File: src/rtl/node_mem_arbiter_if.sv
// node_mem_arbiter_if: client and memory signal bundle for node_mem_arbiter.
//   req              per-client level read request
//   req_addr         per-client address, client i at [i*ADDR_W +: ADDR_W]
//   grant            one-hot owner of the current transaction
//   rd_valid         one-hot single-cycle pulse, rd_data valid for that client
//   rd_data          returned node word, shared by all clients
//   busy             arbiter is not idle
//   mem_read_address memory read address
//   mem_read_data    memory read data
// Modports: slave (arbiter side), master (clients plus memory side).
interface node_mem_arbiter_if #(
    parameter int unsigned NUM_REQ = 3,
    parameter int unsigned ADDR_W  = 7,
    parameter int unsigned DATA_W  = 272
);
    logic [NUM_REQ-1:0]        req;
    logic [NUM_REQ*ADDR_W-1:0] req_addr;
    logic [NUM_REQ-1:0]        grant;
    logic [NUM_REQ-1:0]        rd_valid;
    logic [DATA_W-1:0]         rd_data;
    logic                      busy;
    logic [ADDR_W-1:0]         mem_read_address;
    logic [DATA_W-1:0]         mem_read_data;

    modport slave (
        input  req, req_addr, mem_read_data,
        output grant, rd_valid, rd_data, busy, mem_read_address
    );

    modport master (
        output req, req_addr, mem_read_data,
        input  grant, rd_valid, rd_data, busy, mem_read_address
    );
endinterface

File: src/rtl/node_mem_arbiter.sv
// node_mem_arbiter: round-robin arbiter and sequencer for the single synchronous read
// port of the determined-nodes memory. One transaction at a time: grant, wait for the
// memory latency, return the word to the owner with a one-cycle rd_valid pulse.
// Ports:
//   clk    system clock, rising edge
//   reset  asynchronous active-low reset
//   bus    node_mem_arbiter_if.slave (client handshake and memory read port)
module node_mem_arbiter #(
    parameter int unsigned NUM_REQ      = 3,
    parameter int unsigned ADDR_W       = 7,
    parameter int unsigned DATA_W       = 272,
    parameter int unsigned READ_LATENCY = 1
) (
    input logic                clk,
    input logic                reset,
    node_mem_arbiter_if.slave  bus
);
    localparam int unsigned PtrW = (NUM_REQ > 1) ? $clog2(NUM_REQ) : 1;
    localparam int unsigned LatW = $clog2(READ_LATENCY + 1);

    typedef enum logic [1:0] {StIdle, StWait, StReturn} state_e;

    state_e              state_q, state_d;
    logic [NUM_REQ-1:0]  grant_q, grant_d;
    logic [NUM_REQ-1:0]  rd_valid_q, rd_valid_d;
    logic [DATA_W-1:0]   rd_data_q, rd_data_d;
    logic [ADDR_W-1:0]   addr_q, addr_d;
    logic [PtrW-1:0]     rr_ptr_q, rr_ptr_d;
    logic [PtrW-1:0]     win_q, win_d;
    logic [LatW-1:0]     lat_q, lat_d;

    logic                found;
    logic [PtrW-1:0]     win_idx;
    int unsigned         idx;

    // First requesting client at or above rr_ptr, wrapping around.
    always_comb begin
        found   = 1'b0;
        win_idx = '0;
        idx     = 0;
        for (int unsigned i = 0; i < NUM_REQ; i++) begin
            idx = (32'(rr_ptr_q) + i) % NUM_REQ;
            if (!found && bus.req[PtrW'(idx)]) begin
                found   = 1'b1;
                win_idx = PtrW'(idx);
            end
        end
    end

    always_comb begin
        state_d    = state_q;
        grant_d    = grant_q;
        rd_valid_d = rd_valid_q;
        rd_data_d  = rd_data_q;
        addr_d     = addr_q;
        rr_ptr_d   = rr_ptr_q;
        win_d      = win_q;
        lat_d      = lat_q;
        unique case (state_q)
            StIdle: begin
                if (found) begin
                    grant_d = {{(NUM_REQ-1){1'b0}}, 1'b1} << win_idx;
                    addr_d  = bus.req_addr[win_idx*ADDR_W +: ADDR_W];
                    win_d   = win_idx;
                    lat_d   = LatW'(READ_LATENCY);
                    state_d = StWait;
                end
            end
            StWait: begin
                if (lat_q != '0) begin
                    lat_d = lat_q - LatW'(1);
                end else begin
                    rd_data_d  = bus.mem_read_data;
                    rd_valid_d = grant_q;
                    state_d    = StReturn;
                end
            end
            StReturn: begin
                grant_d    = '0;
                rd_valid_d = '0;
                rr_ptr_d   = (win_q == PtrW'(NUM_REQ - 1)) ? '0 : win_q + PtrW'(1);
                state_d    = StIdle;
            end
            default: state_d = StIdle;
        endcase
    end

    always_ff @(posedge clk or negedge reset) begin
        if (!reset) begin
            state_q    <= StIdle;
            grant_q    <= '0;
            rd_valid_q <= '0;
            rd_data_q  <= '0;
            addr_q     <= '0;
            rr_ptr_q   <= '0;
            win_q      <= '0;
            lat_q      <= '0;
        end else begin
            state_q    <= state_d;
            grant_q    <= grant_d;
            rd_valid_q <= rd_valid_d;
            rd_data_q  <= rd_data_d;
            addr_q     <= addr_d;
            rr_ptr_q   <= rr_ptr_d;
            win_q      <= win_d;
            lat_q      <= lat_d;
        end
    end

    assign bus.grant            = grant_q;
    assign bus.rd_valid         = rd_valid_q;
    assign bus.rd_data          = rd_data_q;
    assign bus.mem_read_address = addr_q;
    assign bus.busy             = (state_q != StIdle);
endmodule

File: src/flat_wrapper.sv
// flat-port wrapper written by rule: the top's interface ports become plain ports
module node_mem_arbiter_flat 
#(
    parameter int unsigned NUM_REQ      = 3,
    parameter int unsigned ADDR_W       = 7,
    parameter int unsigned DATA_W       = 272,
    parameter int unsigned READ_LATENCY = 1
)
  (clk, reset, bus_req, bus_req_addr, bus_mem_read_data, bus_grant, bus_rd_valid, bus_rd_data, bus_busy, bus_mem_read_address);
  node_mem_arbiter_if #(.NUM_REQ(NUM_REQ), .ADDR_W(ADDR_W), .DATA_W(DATA_W)) bus_i ();
  input logic clk;
  input logic reset;
  input wire logic [$bits(bus_i.req)-1:0] bus_req;
  input wire logic [$bits(bus_i.req_addr)-1:0] bus_req_addr;
  input wire logic [$bits(bus_i.mem_read_data)-1:0] bus_mem_read_data;
  output wire logic [$bits(bus_i.grant)-1:0] bus_grant;
  output wire logic [$bits(bus_i.rd_valid)-1:0] bus_rd_valid;
  output wire logic [$bits(bus_i.rd_data)-1:0] bus_rd_data;
  output wire logic [$bits(bus_i.busy)-1:0] bus_busy;
  output wire logic [$bits(bus_i.mem_read_address)-1:0] bus_mem_read_address;
  assign bus_i.req = bus_req;
  assign bus_i.req_addr = bus_req_addr;
  assign bus_i.mem_read_data = bus_mem_read_data;
  assign bus_grant = bus_i.grant;
  assign bus_rd_valid = bus_i.rd_valid;
  assign bus_rd_data = bus_i.rd_data;
  assign bus_busy = bus_i.busy;
  assign bus_mem_read_address = bus_i.mem_read_address;
  node_mem_arbiter #(.NUM_REQ(NUM_REQ), .ADDR_W(ADDR_W), .DATA_W(DATA_W), .READ_LATENCY(READ_LATENCY)) u_core (.clk(clk), .reset(reset), .bus(bus_i));
endmodule
File: config.mk
export PLATFORM = sky130hd
export DESIGN_NAME = node_mem_arbiter_flat
export DESIGN_NICKNAME = d
export VERILOG_FILES = /design/src/rtl/node_mem_arbiter_if.sv /design/src/rtl/node_mem_arbiter.sv /design/src/flat_wrapper.sv
export SDC_FILE = /design/constraint.sdc
export NUM_CORES = 1
export LEC_CHECK = 0
export ABC_CLOCK_PERIOD_IN_PS = 7200
export CORE_AREA = 2 2 230 232
export DETAILED_ROUTE_END_ITERATION = 10
export DIE_AREA = 0 0 232 234
export GPL_ROUTABILITY_DRIVEN = 0
export SLEW_MARGIN = 20
export SYNTH_ARGS = -nofsm -noshare
export SYNTH_HDL_FRONTEND = slang
export SYNTH_SLANG_ARGS = --single-unit
File: constraint.sdc
create_clock -name clk -period 7.2 [get_ports clk]
set_clock_uncertainty 0.1 [all_clocks]
set_input_delay 2.16 -clock clk [delete_from_list [all_inputs] [get_ports clk]]
set_output_delay 2.16 -clock clk [all_outputs]
set_load 0.02 [all_outputs]
**After elaboration in Yosys (flattened, before gate mapping)**

Cells that the tools add are included.

- Memories: 0
- Input bits: 298
- Word-level logic and storage cells: 65
- Bits in registers: 292
- Output and inout port bits: 286
- Bits in latches: 0
- Memory bits (writable): 0
- Bits in read-only memories: 0

- Bitwise gates (word level): 1
- Shift-type cells: 2
- Equality and inequality tests: 5
- Muxes and demuxes: 23
- $lt $le $gt $ge: 3
- $mul: 1
- Add/subtract/negate cells: 4
- Reduce and logical (&&, ||, !) cells: 15
- Divide/modulo/power cells: 3

Operators by type and width:

| cell | number |
|---|---|
| 32-bit by 2-bit modulo with 32-bit output, second input constant | 2 |
| 2-bit by 2-bit modulo with 32-bit output, second input constant | 1 |
| 21-bit by 6-bit indexed part select with 7-bit output | 1 |
| 2-bit 2-to-1 mux | 6 |
| 3-bit case mux with 2 select lines | 2 |
| 2-bit AND reduction | 6 |
| 2-bit by 3-bit less-than comparator with 1-bit output, second input constant | 3 |
| 1-bit 2-to-1 mux | 8 |
| 2-bit nonzero test | 4 |
| 1-bit binary-select mux with 2-bit select | 3 |
| 3-bit 2-to-1 mux | 2 |
| 2-bit by 3-bit multiplier with 5-bit output, second input constant | 1 |
| 2-bit equality test, second input constant | 2 |
| 2-bit case mux with 2 select lines | 1 |
| 2-bit by 1-bit adder with 3-bit output, second input constant | 1 |
| 2-bit by 2-bit adder with 3-bit output, second input constant | 1 |
| 1-bit by 2-bit << shifter with 3-bit output, first input constant | 1 |
| 2-bit by 1-bit adder with 2-bit output, second input constant | 1 |
| 2-bit by 1-bit equality test with 1-bit output, second input constant | 1 |
| 1-bit logical AND | 2 |
| 1-bit logical NOT | 2 |
| 2-bit logical NOT | 1 |
| 2-bit by 1-bit != test with 1-bit output, second input constant | 1 |
| 2-bit != test, second input constant | 1 |
| 3 further kinds | 3 |

**Longest topological paths before layout**

Gate-level depths: netlist of the first run.

- Depth after elaboration: 13
- Depth in mapped cells: 11
- Mapped depth without buffers: 7

**Worst setup path before layout of the first run**

OpenSTA, ideal clock, no wires.

- Kind: in2reg
- Start: in bus_req[0]
- End: reg u_core.addr_q[0] (netlist: u_core.bus.mem_read_address[0])
- Arrival time: 3.504 ns
- Stages on the path: 5
- Data required time: 6.971 ns
- Slack: 3.468 ns
- Path buffers: 0
- Setup time: 0.129 ns
- Path through: mux2_4 o311ai_4 mux2_2 a221oi_1 o31ai_1

- Word-level cells in the longest chain between the ends: 11
- Elaborated cells on any way between the ends: 19
- Classes of those cells: 1 x mul; 1 x shift; 12 x mux; 5 x reduce/logical

RTL lines:

| item | line | source |
|---|---|---|
| start, declared | flat_wrapper.sv:13 | `input wire logic [$bits(bus_i.req)-1:0] bus_req;` |
| 1-bit binary-select mux with 2-bit select | node_mem_arbiter.sv:43 | `if (!found && bus.req[PtrW'(idx)]) begin` |
| 1-bit 2-to-1 mux (not written as such) | node_mem_arbiter.sv:43 |  |
| 1-bit 2-to-1 mux | node_mem_arbiter.sv:43 |  |
| 1-bit logical NOT | node_mem_arbiter.sv:43 |  |
| 1-bit logical AND | node_mem_arbiter.sv:43 |  |
| 1-bit 2-to-1 mux | node_mem_arbiter.sv:43 |  |
| 1-bit logical NOT | node_mem_arbiter.sv:43 |  |
| 1-bit logical AND | node_mem_arbiter.sv:43 |  |
| 2-bit 2-to-1 mux | node_mem_arbiter.sv:43 |  |
| 2-bit by 3-bit multiplier with 5-bit output | node_mem_arbiter.sv:63 | `addr_d = bus.req_addr[win_idx*ADDR_W +: ADDR_W];` |
| 21-bit by 6-bit indexed part select with 7-bit output | node_mem_arbiter.sv:63 |  |
| end signal, assigned | node_mem_arbiter.sv:103 | `addr_q <= addr_d;` |
| end, declared | node_mem_arbiter.sv:27 | `logic [ADDR_W-1:0] addr_q, addr_d;` |

Parallel ways exist; a longest one is shown, timed or not. The select of a mux whose other input is x is not followed.
A chain may end at the register's enable or synchronous reset.

**Worst setup path in the final report of the first run**

- Start: in bus_req[2]
- End: reg u_core.state_q[0]

- Word-level cells in the longest chain between the ends: 11
- Elaborated cells on any way between the ends: 15
- Classes of those cells: 1 x eq/ne; 9 x mux; 5 x reduce/logical

RTL lines:

| item | line | source |
|---|---|---|
| 1-bit binary-select mux with 2-bit select | node_mem_arbiter.sv:43 |  |
| 1-bit 2-to-1 mux (not written as such) | node_mem_arbiter.sv:43 |  |
| 1-bit 2-to-1 mux | node_mem_arbiter.sv:43 |  |
| 1-bit logical NOT | node_mem_arbiter.sv:43 |  |
| 1-bit logical AND | node_mem_arbiter.sv:43 |  |
| 1-bit 2-to-1 mux | node_mem_arbiter.sv:43 |  |
| 1-bit logical NOT | node_mem_arbiter.sv:43 |  |
| 1-bit logical AND | node_mem_arbiter.sv:43 |  |
| 1-bit 2-to-1 mux * | node_mem_arbiter.sv:43 |  |
| 2-bit by 1-bit != test with 1-bit output (no line) * | -- |  |
| 2-bit AND reduction (no line) * | -- |  |
| end signal, assigned | node_mem_arbiter.sv:90 | `state_q <= StIdle;` |
| end signal, assigned | node_mem_arbiter.sv:99 | `state_q <= state_d;` |
| end, declared | node_mem_arbiter.sv:23 | `state_e state_q, state_d;` |

Every way passes the cells marked *; elsewhere a longest branch is shown, timed or not. The select of a mux whose other input is x is not followed.

==> results of run 1 <==
[layer usage]
metal | GRT usage | wire length (um) | vias to the layer above
met3 | 0.0517 | 3460 | 42
met4 | 0.0361 | 660 | 0
met5 | 0 | 0 | -
met1 | 0.140 | 13700 | 4162
li1 | - | - | 3783
met2 | 0.224 | 18500 | 384
[stage by stage]
step	std cells	cell area, um^2	worst slack [ns]	util	total power [mW]
3_3_place_gp	1968	18000	2.33	0.347	8.00
2_1_floorplan	731	11500	3.47	-	5.73
6_report	2027	19200	2.77	0.369	9.78
5_1_grt	2027	19200	2.65	0.369	10.3
3_5_place_dp	1968	18000	2.29	0.347	8.08
4_1_cts	2027	19200	2.86	0.369	9.92
[flip-flops by register name, summed over array words and instances (netlist names)]
name / count
u_core.lat_q: 1
u_core.bus.rd_valid: 3
u_core.bus.grant: 3
u_core.state_q: 2
u_core.bus.rd_data: 272
u_core.win_q: 2
u_core.bus.mem_read_address: 7
u_core.rr_ptr_q: 2
[power breakdown]
| group | switching, mW | internal, mW |
|---|---|---|
| logic | 2.39 | 2.65 |
| registers | 0.455 | 2.51 |
| clock network | 0.683 | 1.09 |
| total | 3.53 | 6.26 |
[worst register-to-register path, cell delays in order (launching register included)]
cell and delay (ns):
dfrtp_1 0.40, inv_1 0.09, ha_1 0.68, mux2_2 0.46, a21o_1 0.31, a211oi_2 0.59, or2_1 0.52, o21ai_0 0.18
[cells in the final DEF, fill, tap and decap left out, drive strengths merged, types with 3 or more instances in the layout]
cell type / instances
nand2: 20
or2: 4
a21oi: 7
buf: 6
clkdlybuf4s50: 582
clkbuf: 52
bufinv: 3
ha: 4
o31ai: 9
nor3: 8
dfrtp: 292
and3: 3
o21ai: 13
mux2: 281
nor2: 8
a221oi: 7
mux2i: 10
clkinv: 4
inv: 9
[how the worst max path moves through the flow]
stage	from	endpoint	slack, ns	depth (start not counted)
6_report	bus_req[2]	u_core.state_q[0]	2.77	6
5_1_grt	bus_req[2]	u_core.state_q[0]	2.65	6
4_1_cts	bus_req[2]	u_core.state_q[0]	2.86	6
3_5_place_dp	bus_req[2]	u_core.win_q[1]	2.29	6
3_3_place_gp	bus_req[2]	u_core.state_q[0]	2.33	6
2_1_floorplan	bus_req[0]	u_core.bus.mem_read_address[0]	3.47	5
[cells by family after synthesis]
group                      count (synthesis)
adders and majority gates                  4
buffers and inverters                     48
DFF                                      292
and+or+nand+nor                           48
muxes                                    291
AOI/OAI and AO/OA                         48
[cell usage after synthesis (all sizes together)]
cell type	n	area (um^2)
a21oi	7	38.8
o41ai	2	17.5
clkbuf	5	18.8
mux2i	10	100
ha	4	50.1
inv	9	33.8
or3b	1	8.76
mux2	281	3170
o211ai	1	7.51
and3	3	18.8
dfrtp	292	7310
a32o	2	20.0
o221ai	2	23.8
a221oi	7	61.3
a211oi	2	32.5
and3b	1	8.76
o21ai	13	65.1
nand3b	1	7.51
o311ai	1	26.3
o2bb2a	1	10.0
a21o	1	7.51
buf	34	186
o31ai	9	67.6
nor2	8	32.5
or2	4	27.5
nand2	20	75.1
nor3	8	40.0
nand2b	1	6.26
nand4b	1	8.76
[layout make-up]
| cell class | instances | area share |
|---|---|---|
| timing repair buffer | 588 | 0.308 |
| multi-input combinational | 391 | 0.205 |
| clock inverter | 7 | 0.00593 |
| sequential | 292 | 0.381 |
| clock buffer | 52 | 0.0538 |
| tap | 688 | 0.0449 |
| inverter | 9 | 0.00176 |
==> results.json, run 1 <==
{
  "rows": 84,
  "port_buffers": 583,
  "fin_crit_sh": 0.616,
  "viasPerCell": 4.13,
  "synth_xor_area_frac": 0,
  "routedWlPerCell_um": 17.9,
  "synth-compound-area-share": 0.0329,
  "n_antenna_cell": 0,
  "cts_resized": 0,
  "whs_path_depth": 1,
  "routed_wl_um": 36300,
  "cts_tree": "done",
  "core_area_mm2": 0.0520,
  "synth_cells": 731,
  "grt_pass1_wl_um": 53000,
  "cts_root_buffer": "clkbuf_16",
  "worstRegToRegCells": 7,
  "antenna_found_initial": 0,
  "vias": 8371,
  "synth_cell_types": 39,
  "cp_top_family": "compound AO/OA/AOI/OAI gates",
  "ir_drop_v": 0.000300,
  "syn_area_mm2": 0.0115,
  "hold_buffers": 0,
  "synthSimpleGateAreaFrac": 0.0204,
  "cp-end-kind": "register",
  "drtPass1Iterations": 4,
  "timing.rr.end": "u_core.state_q[0]",
  "min_to": "u_core.rr_ptr_q[0]",
  "syn2layout_area_growth_pct": 67.2,
  "setup_viol": 0,
  "min_from": "u_core.win_q[0]",
  "fillCellCount": 5012,
  "p_leak_nw": 7.65,
  "cp.arrival_ns": 4.69,
  "cts_buffer_depth": 3,
  "multi_input_area_mm2": 0.00394,
  "synthMuxAreaShare": 0.285,
  "ys_seq_area_frac": 0.637,
  "critPathRequiredTime_ns": 7.46,
  "cts.clk_slew.worst_paths_ns": 0.05,
  "gr-total-overflow": 0,
  "post-dp-hpwl_um": 27100,
  "postSynthNetCount": 1033,
  "cts_sinks": 292,
  "synth_fa_ha_area_frac": 0.00436,
  "synth_top_family_by_area": "multiplexers",
  "slowest_delay_ns": 0.59,
  "die_area_mm2": 0.0543,
  "max_cap_viol_count": 0,
  "start_util": 0.221,
  "fin_tns_setup_ns": 0,
  "slew_viol_final": 0,
  "grtUsageTotal": 0.127,
  "path_class": "in2reg",
  "drc": 0,
  "fin_nets": 1619,
  "worst_slew_pin_slew_ns": 0.999,
  "relSlewSlack": 0.334,
  "start_kind": "input port",
  "rrSetupSlack_ns": 3.72,
  "regArea_mm2": 0.00731,
  "hold_ws_ns": 0.358,
  "hold_path_class": "reg2reg",
  "route.antenna.remaining_nets": 0,
  "cts_made_buffers": 35,
  "layout-drive-gt1-share": 0.259,
  "fmax_ghz": 0.226,
  "powerDensity_mw_per_mm2": 510,
  "die_w_um": 232,
  "rr_startpoint": "u_core.rr_ptr_q[1]",
  "crit_fanout": 14,
  "worstPathCellList": "clkdlybuf4s50_1, and3b_1, a21o_1, a211oi_2, or2_1, o21ai_0",
  "drt_iter0_markers": 398,
  "worstSkewPairLatency_ns": 0.52,
  "syn_area_per_cell_um2": 15.7,
  "synth-seq-cells": 292,
  "ioPinCount": 584,
  "ys_warn_count": 0,
  "grt_pass1_vias": 8879,
  "grt_setup_unrepaired": "no",
  "crit_path_top_delay_cell": "a211oi_2",
  "path_buf_inv": 1,
  "cts_setup_buffers": 0,
  "grt_max_degree": 155,
  "die_h_um": 234,
  "hold_viol": 0,
  "period_minus_slack_ns": 4.43,
  "run_status": "finished clean",
  "h-tree-depth": 2
}
Power figures use the tool's default switching activity.
==> run 2: changes to the inputs <==
--- a/config.mk
+++ b/config.mk
@@ -5,10 +5,10 @@
 export SDC_FILE = /design/constraint.sdc
 export NUM_CORES = 1
 export LEC_CHECK = 0
-export ABC_CLOCK_PERIOD_IN_PS = 7200
-export CORE_AREA = 2 2 230 232
+export ABC_CLOCK_PERIOD_IN_PS = 4400
+export CORE_AREA = 2 2 225 227
 export DETAILED_ROUTE_END_ITERATION = 10
-export DIE_AREA = 0 0 232 234
+export DIE_AREA = 0 0 227 229
 export GPL_ROUTABILITY_DRIVEN = 0
 export SLEW_MARGIN = 20
 export SYNTH_ARGS = -nofsm -noshare
==> constraint.sdc (replaced) <==
create_clock -name clk -period 4.4 [get_ports clk]
set_clock_uncertainty 0.1 [all_clocks]
set_input_delay 1.32 -clock clk [delete_from_list [all_inputs] [get_ports clk]]
set_output_delay 1.32 -clock clk [all_outputs]
set_load 0.02 [all_outputs]
==> run 2 against run 1 <==
Effect of this change: combinational power increased by 63%; sequential share of layout area hardly changed; core utilization up 1.8 points; via count shrank 0.36%; non-clock buffer count increased by 2; clock power up 59%; count of clock-buffer cells in the layout grew 3; global-route usage rose by 0.81 points; worst setup slack got worse by 1.9 ns; cell area about the same; first-iteration DRC count decreased by 36%; critical endpoint is now u_core.bus.grant[2]; highest routed layer is now met5.
==> results.json, run 2 (synthesis results as in run 1) <==
{
  "run_status": "finished clean",
  "cts_resized": 0,
  "layout-drive-gt1-share": 0.260,
  "cts_setup_buffers": 0,
  "worstRegToRegCells": 7,
  "drt_iter0_markers": 256,
  "n_antenna_cell": 0,
  "cts_root_buffer": "clkbuf_16",
  "period_minus_slack_ns": 3.51,
  "timing.rr.end": "u_core.bus.grant[2]",
  "hold_buffers": 0,
  "relSlewSlack": 0.303,
  "drtPass1Iterations": 4,
  "die_w_um": 227,
  "ir_drop_v": 0.000418,
  "start_kind": "input port",
  "setup_viol": 0,
  "critPathRequiredTime_ns": 4.74,
  "fin_nets": 1621,
  "grtUsageTotal": 0.135,
  "hold_viol": 0,
  "largest_register_ffs": 272,
  "min_to": "u_core.rr_ptr_q[0]",
  "post-dp-hpwl_um": 26600,
  "grt_pass1_vias": 9162,
  "cp-end-kind": "register",
  "cts.clk_slew.worst_paths_ns": 0.05,
  "rows": 82,
  "route.antenna.remaining_nets": 0,
  "cts_made_buffers": 35,
  "grt_max_degree": 159,
  "syn2layout_area_growth_pct": 67.2,
  "drc": 0,
  "cp.arrival_ns": 3.85,
  "core_area_mm2": 0.0497,
  "cts_tree": "done",
  "slew_viol_final": 0,
  "viasPerCell": 4.14,
  "fin_crit_sh": 0.799,
  "whs_path_depth": 1,
  "rrSetupSlack_ns": 1.02,
  "rr_startpoint": "u_core.rr_ptr_q[1]",
  "worst_slew_pin_slew_ns": 1.05,
  "fin_tns_setup_ns": 0,
  "min_from": "u_core.win_q[0]",
  "final_common_cell": "clkdlybuf4s50_1",
  "crit_fanout": 14,
  "routedWlPerCell_um": 17.8,
  "powerDensity_mw_per_mm2": 829,
  "max_cap_viol_count": 0,
  "ioPinCount": 584,
  "hold_ws_ns": 0.383,
  "vias": 8341,
  "most-common-layout-cells": "clkdlybuf4s50_1 (582), dfrtp_1 (292), mux2_2 (280), clkbuf_16 (37), nand2_1 (20)",
  "antenna_found_initial": 2,
  "grt_setup_unrepaired": "no",
  "cts_buffer_depth": 3,
  "path_class": "in2reg",
  "p_leak_nw": 7.66,
  "h-tree-depth": 2,
  "start_util": 0.231,
  "worstSkewPairLatency_ns": 0.52,
  "cts_sinks": 292,
  "die_h_um": 229,
  "grt_pass1_wl_um": 53800,
  "gr-total-overflow": 0,
  "port_buffers": 583,
  "hold_path_class": "reg2reg",
  "die_area_mm2": 0.0520,
  "fmax_ghz": 0.285,
  "routed_wl_um": 35900
}
[run 2: changes by cell type in the layout (fill, tap and decap cells not counted), sizes merged]
cell / before / now
bufinv: 3 / 1
buf: 6 / 8
clkbuf: 52 / 55
clkinv: 4 / 3
[run 2: routing by layer]
metal	track usage	share of wire
met5	0	0.00036
met4	0.0504	0.029
met3	0.0516	0.098
met2	0.239	0.51
met1	0.144	0.36
[run 2: power by group]
| part | total (mW) | internal (mW) | switching, mW |
|---|---|---|---|
| clock network | 2.83 | 1.72 | 1.11 |
| registers | 4.83 | 4.10 | 0.729 |
| logic | 8.25 | 4.35 | 3.90 |
| total | 15.9 | 10.2 | 5.74 |
[run 2: worst max-delay path by stage]
stage               start                             end  slack [ns]
6_report       bus_req[2]             u_core.bus.grant[2]        0.89
5_1_grt        bus_req[2]               u_core.state_q[0]        0.69
2_1_floorplan  bus_req[0]  u_core.bus.mem_read_address[0]        1.51
3_5_place_dp   bus_req[2]             u_core.bus.grant[2]        0.38
3_3_place_gp   bus_req[2]               u_core.state_q[0]        0.44
4_1_cts        bus_req[2]             u_core.bus.grant[2]        0.95
[run 2: worst max-delay path: stages]
cell             delay, ns
clkdlybuf4s50_1       0.50
and3b_1               0.39
a21o_1                0.35
a211oi_2              0.57
or2_1                 0.49
mux2i_1               0.23
[run 2: metrics by stage]
step	util	instance area (um^2)	total power, mW	cells	worst slack (ns)
after global routing	0.387	19200	16.8	2013	0.688
after floorplan	-	11500	9.37	731	1.51
after detailed placement	0.364	18100	13.2	1954	0.381
after CTS	0.387	19200	16.2	2013	0.946
after global placement	0.364	18100	13.1	1954	0.438
final	0.387	19200	15.9	2013	0.886
[run 2: layout make-up]
type                            instances  area [um^2]
Tap cell                              672          841
Timing Repair Buffer                  590         5960
Inverter                                9         33.8
Multi-Input combinational cell        391         3940
Clock inverter                          4         45.0
Fill cell                            4820        30500
Clock buffer                           55         1070
Sequential cell                       292         7310
==> run 3: changes to the inputs <==
--- a/config.mk
+++ b/config.mk
@@ -5,10 +5,10 @@
 export SDC_FILE = /design/constraint.sdc
 export NUM_CORES = 1
 export LEC_CHECK = 0
-export ABC_CLOCK_PERIOD_IN_PS = 4400
-export CORE_AREA = 2 2 225 227
+export ABC_CLOCK_PERIOD_IN_PS = 3100
+export CORE_AREA = 2 2 230 232
 export DETAILED_ROUTE_END_ITERATION = 10
-export DIE_AREA = 0 0 227 229
+export DIE_AREA = 0 0 232 234
 export GPL_ROUTABILITY_DRIVEN = 0
 export SLEW_MARGIN = 20
 export SYNTH_ARGS = -nofsm -noshare
==> constraint.sdc (replaced) <==
create_clock -name clk -period 3.1 [get_ports clk]
set_clock_uncertainty 0.1 [all_clocks]
set_input_delay 0.93 -clock clk [delete_from_list [all_inputs] [get_ports clk]]
set_output_delay 0.93 -clock clk [all_outputs]
set_load 0.02 [all_outputs]
==> run 3 against run 2 <==
Effect of this change: worst hold slack lost 0.11 ns; critical endpoint is now bus_grant[0]; first-iteration DRC count rose by 5.5%; cell count increased by 2.0%; global-route usage shrank 0.33 points; core utilization shrank 1.2 points; sequential power is 43% higher; routed wire length is 3.9% higher; clock power is 46% higher; register-to-register slack got worse by 0.45 ns; die area is 4.4% higher.
==> results.json, run 3 (synthesis results as in run 1) <==
{
  "hold_path_class": "in2async",
  "place_inst": 1993,
  "worst_slew_pin_slew_ns": 0.566,
  "cts.clk_slew.worst_paths_ns": 0.06,
  "hold_ws_ns": 0.269,
  "multi_input_area_mm2": 0.00394,
  "rr_startpoint": "u_core.rr_ptr_q[0]",
  "drt_iter0_markers": 270,
  "gr-total-overflow": 0,
  "most-common-layout-cells": "clkdlybuf4s50_1 (581), dfrtp_1 (292), mux2_2 (280), clkbuf_16 (37), buf_4 (21)",
  "die_h_um": 234,
  "path_class": "reg2out",
  "routed_wl_um": 37300,
  "max_cap_viol_count": 0,
  "rrSetupSlack_ns": 0.57,
  "vias": 8455,
  "largest_register_ffs": 272,
  "antenna_found_initial": 0,
  "timing.rr.end": "u_core.bus.grant[0]",
  "regArea_mm2": 0.00731,
  "hold_viol": 0,
  "fin_tns_setup_ns": 0,
  "worstPathCellList": "clkdlybuf4s50_1",
  "p_total_mw": 23.0,
  "n_antenna_cell": 0,
  "layoutNonFillerInstCount": 2054,
  "port_buffers": 583,
  "start_util": 0.221,
  "cts_root_buffer": "clkbuf_16",
  "fin_crit_sh": 0.861,
  "worstRegToRegCells": 7,
  "cts_buffer_depth": 3,
  "ioPinCount": 584,
  "viasPerCell": 4.12,
  "worstSkewPairLatency_ns": 0.52,
  "dp_slack_ns": -0.0124,
  "path_buf_inv": 1,
  "powerDensity_mw_per_mm2": 1180,
  "period_minus_slack_ns": 2.67,
  "setup_viol": 0,
  "fin_nets": 1644,
  "crit_fanout": 3,
  "layout-drive-gt1-share": 0.275,
  "slowest_delay_ns": 0.65,
  "critPathRequiredTime_ns": 2.07,
  "crit_path_top_delay_cell": "clkdlybuf4s50_1",
  "grt_max_degree": 64,
  "syn2layout_area_growth_pct": 69.7,
  "core_area_mm2": 0.0520,
  "die_area_mm2": 0.0543,
  "relSlewSlack": 0.623,
  "rows": 84,
  "cts_sinks": 292,
  "start_kind": "register",
  "route.antenna.remaining_nets": 0,
  "run_status": "finished clean",
  "cts_made_buffers": 35,
  "die_w_um": 232,
  "p_leak_nw": 7.82,
  "grtUsageTotal": 0.132,
  "cts_tree": "done",
  "h-tree-depth": 2,
  "drc": 0,
  "cp_num_cells": 1,
  "ir_drop_v": 0.000618,
  "drtPass1Iterations": 4,
  "fmax_ghz": 0.375,
  "routedWlPerCell_um": 18.2,
  "grt_setup_unrepaired": "no",
  "final_common_cell": "clkdlybuf4s50_1",
  "post-dp-hpwl_um": 28500,
  "cp_top_family": "buffers and inverters",
  "grt_pass1_wl_um": 54700,
  "cp.arrival_ns": 1.64,
  "cts_resized": 0,
  "fillCellCount": 5007,
  "cp-end-kind": "output pin",
  "setup_slack_ns": 0.432,
  "startpoint": "u_core.bus.grant[0]",
  "hold_buffers": 0,
  "slew_viol_final": 0,
  "endpoint": "bus_grant[0]",
  "grt_pass1_vias": 9060,
  "cts_setup_buffers": 0
}
## run 3: cell types whose count changed in the layout (fill, tap and decap cells not counted), sizes merged
cell	delta
buf	+23
bufinv	+1
clkbuf	-2
clkdlybuf4s50	-1
clkinv	+3
dlymetal6s2s	+1
## run 3: per-layer routing
| layer | vias up | share of wire | global-route usage |
|---|---|---|---|
| met2 | 352 | 0.52 | 0.235 |
| met3 | 47 | 0.094 | 0.0509 |
| li1 | 3845 | - | - |
| met1 | 4211 | 0.37 | 0.142 |
| met4 | 0 | 0.020 | 0.0433 |
| met5 | - | 0 | 0 |
## run 3: through the flow
stage | instance area [um^2] | utilization
2_1_floorplan | 11500 | -
3_3_place_gp | 18300 | 0.352
3_5_place_dp | 18300 | 0.352
4_1_cts | 19500 | 0.374
5_1_grt | 19500 | 0.374
6_report | 19500 | 0.374
## run 3: cell type report
| cell class | count | share of cell area |
|---|---|---|
| Clock buffer | 53 | 0.0547 |
| Clock inverter | 8 | 0.00482 |
| Inverter | 9 | 0.00173 |
| Multi-Input combinational cell | 391 | 0.202 |
| Sequential cell | 292 | 0.375 |
| Tap cell | 688 | 0.0442 |
| Timing Repair Buffer | 613 | 0.317 |
## run 3: worst min-delay path by stage
stage | to | slack (ns) | cells after the start
floorplan | u_core.rr_ptr_q[0] | 0.33 | 1
global placement | u_core.rr_ptr_q[0] | 0.37 | 1
detailed placement | u_core.rr_ptr_q[0] | 0.37 | 1
CTS | u_core.bus.rd_data[151] | 0.25 | 1
global route | u_core.bus.rd_data[22] | 0.28 | 1
finish | u_core.bus.rd_data[151] | 0.27 | 1
## run 3: power breakdown
part           switching [mW]  internal (mW)  leakage (nW)
registers                1.09           5.83          3.42
clock network            1.60           2.53         0.575
logic                    5.61           6.37          3.82
total                    8.30           14.7          7.82
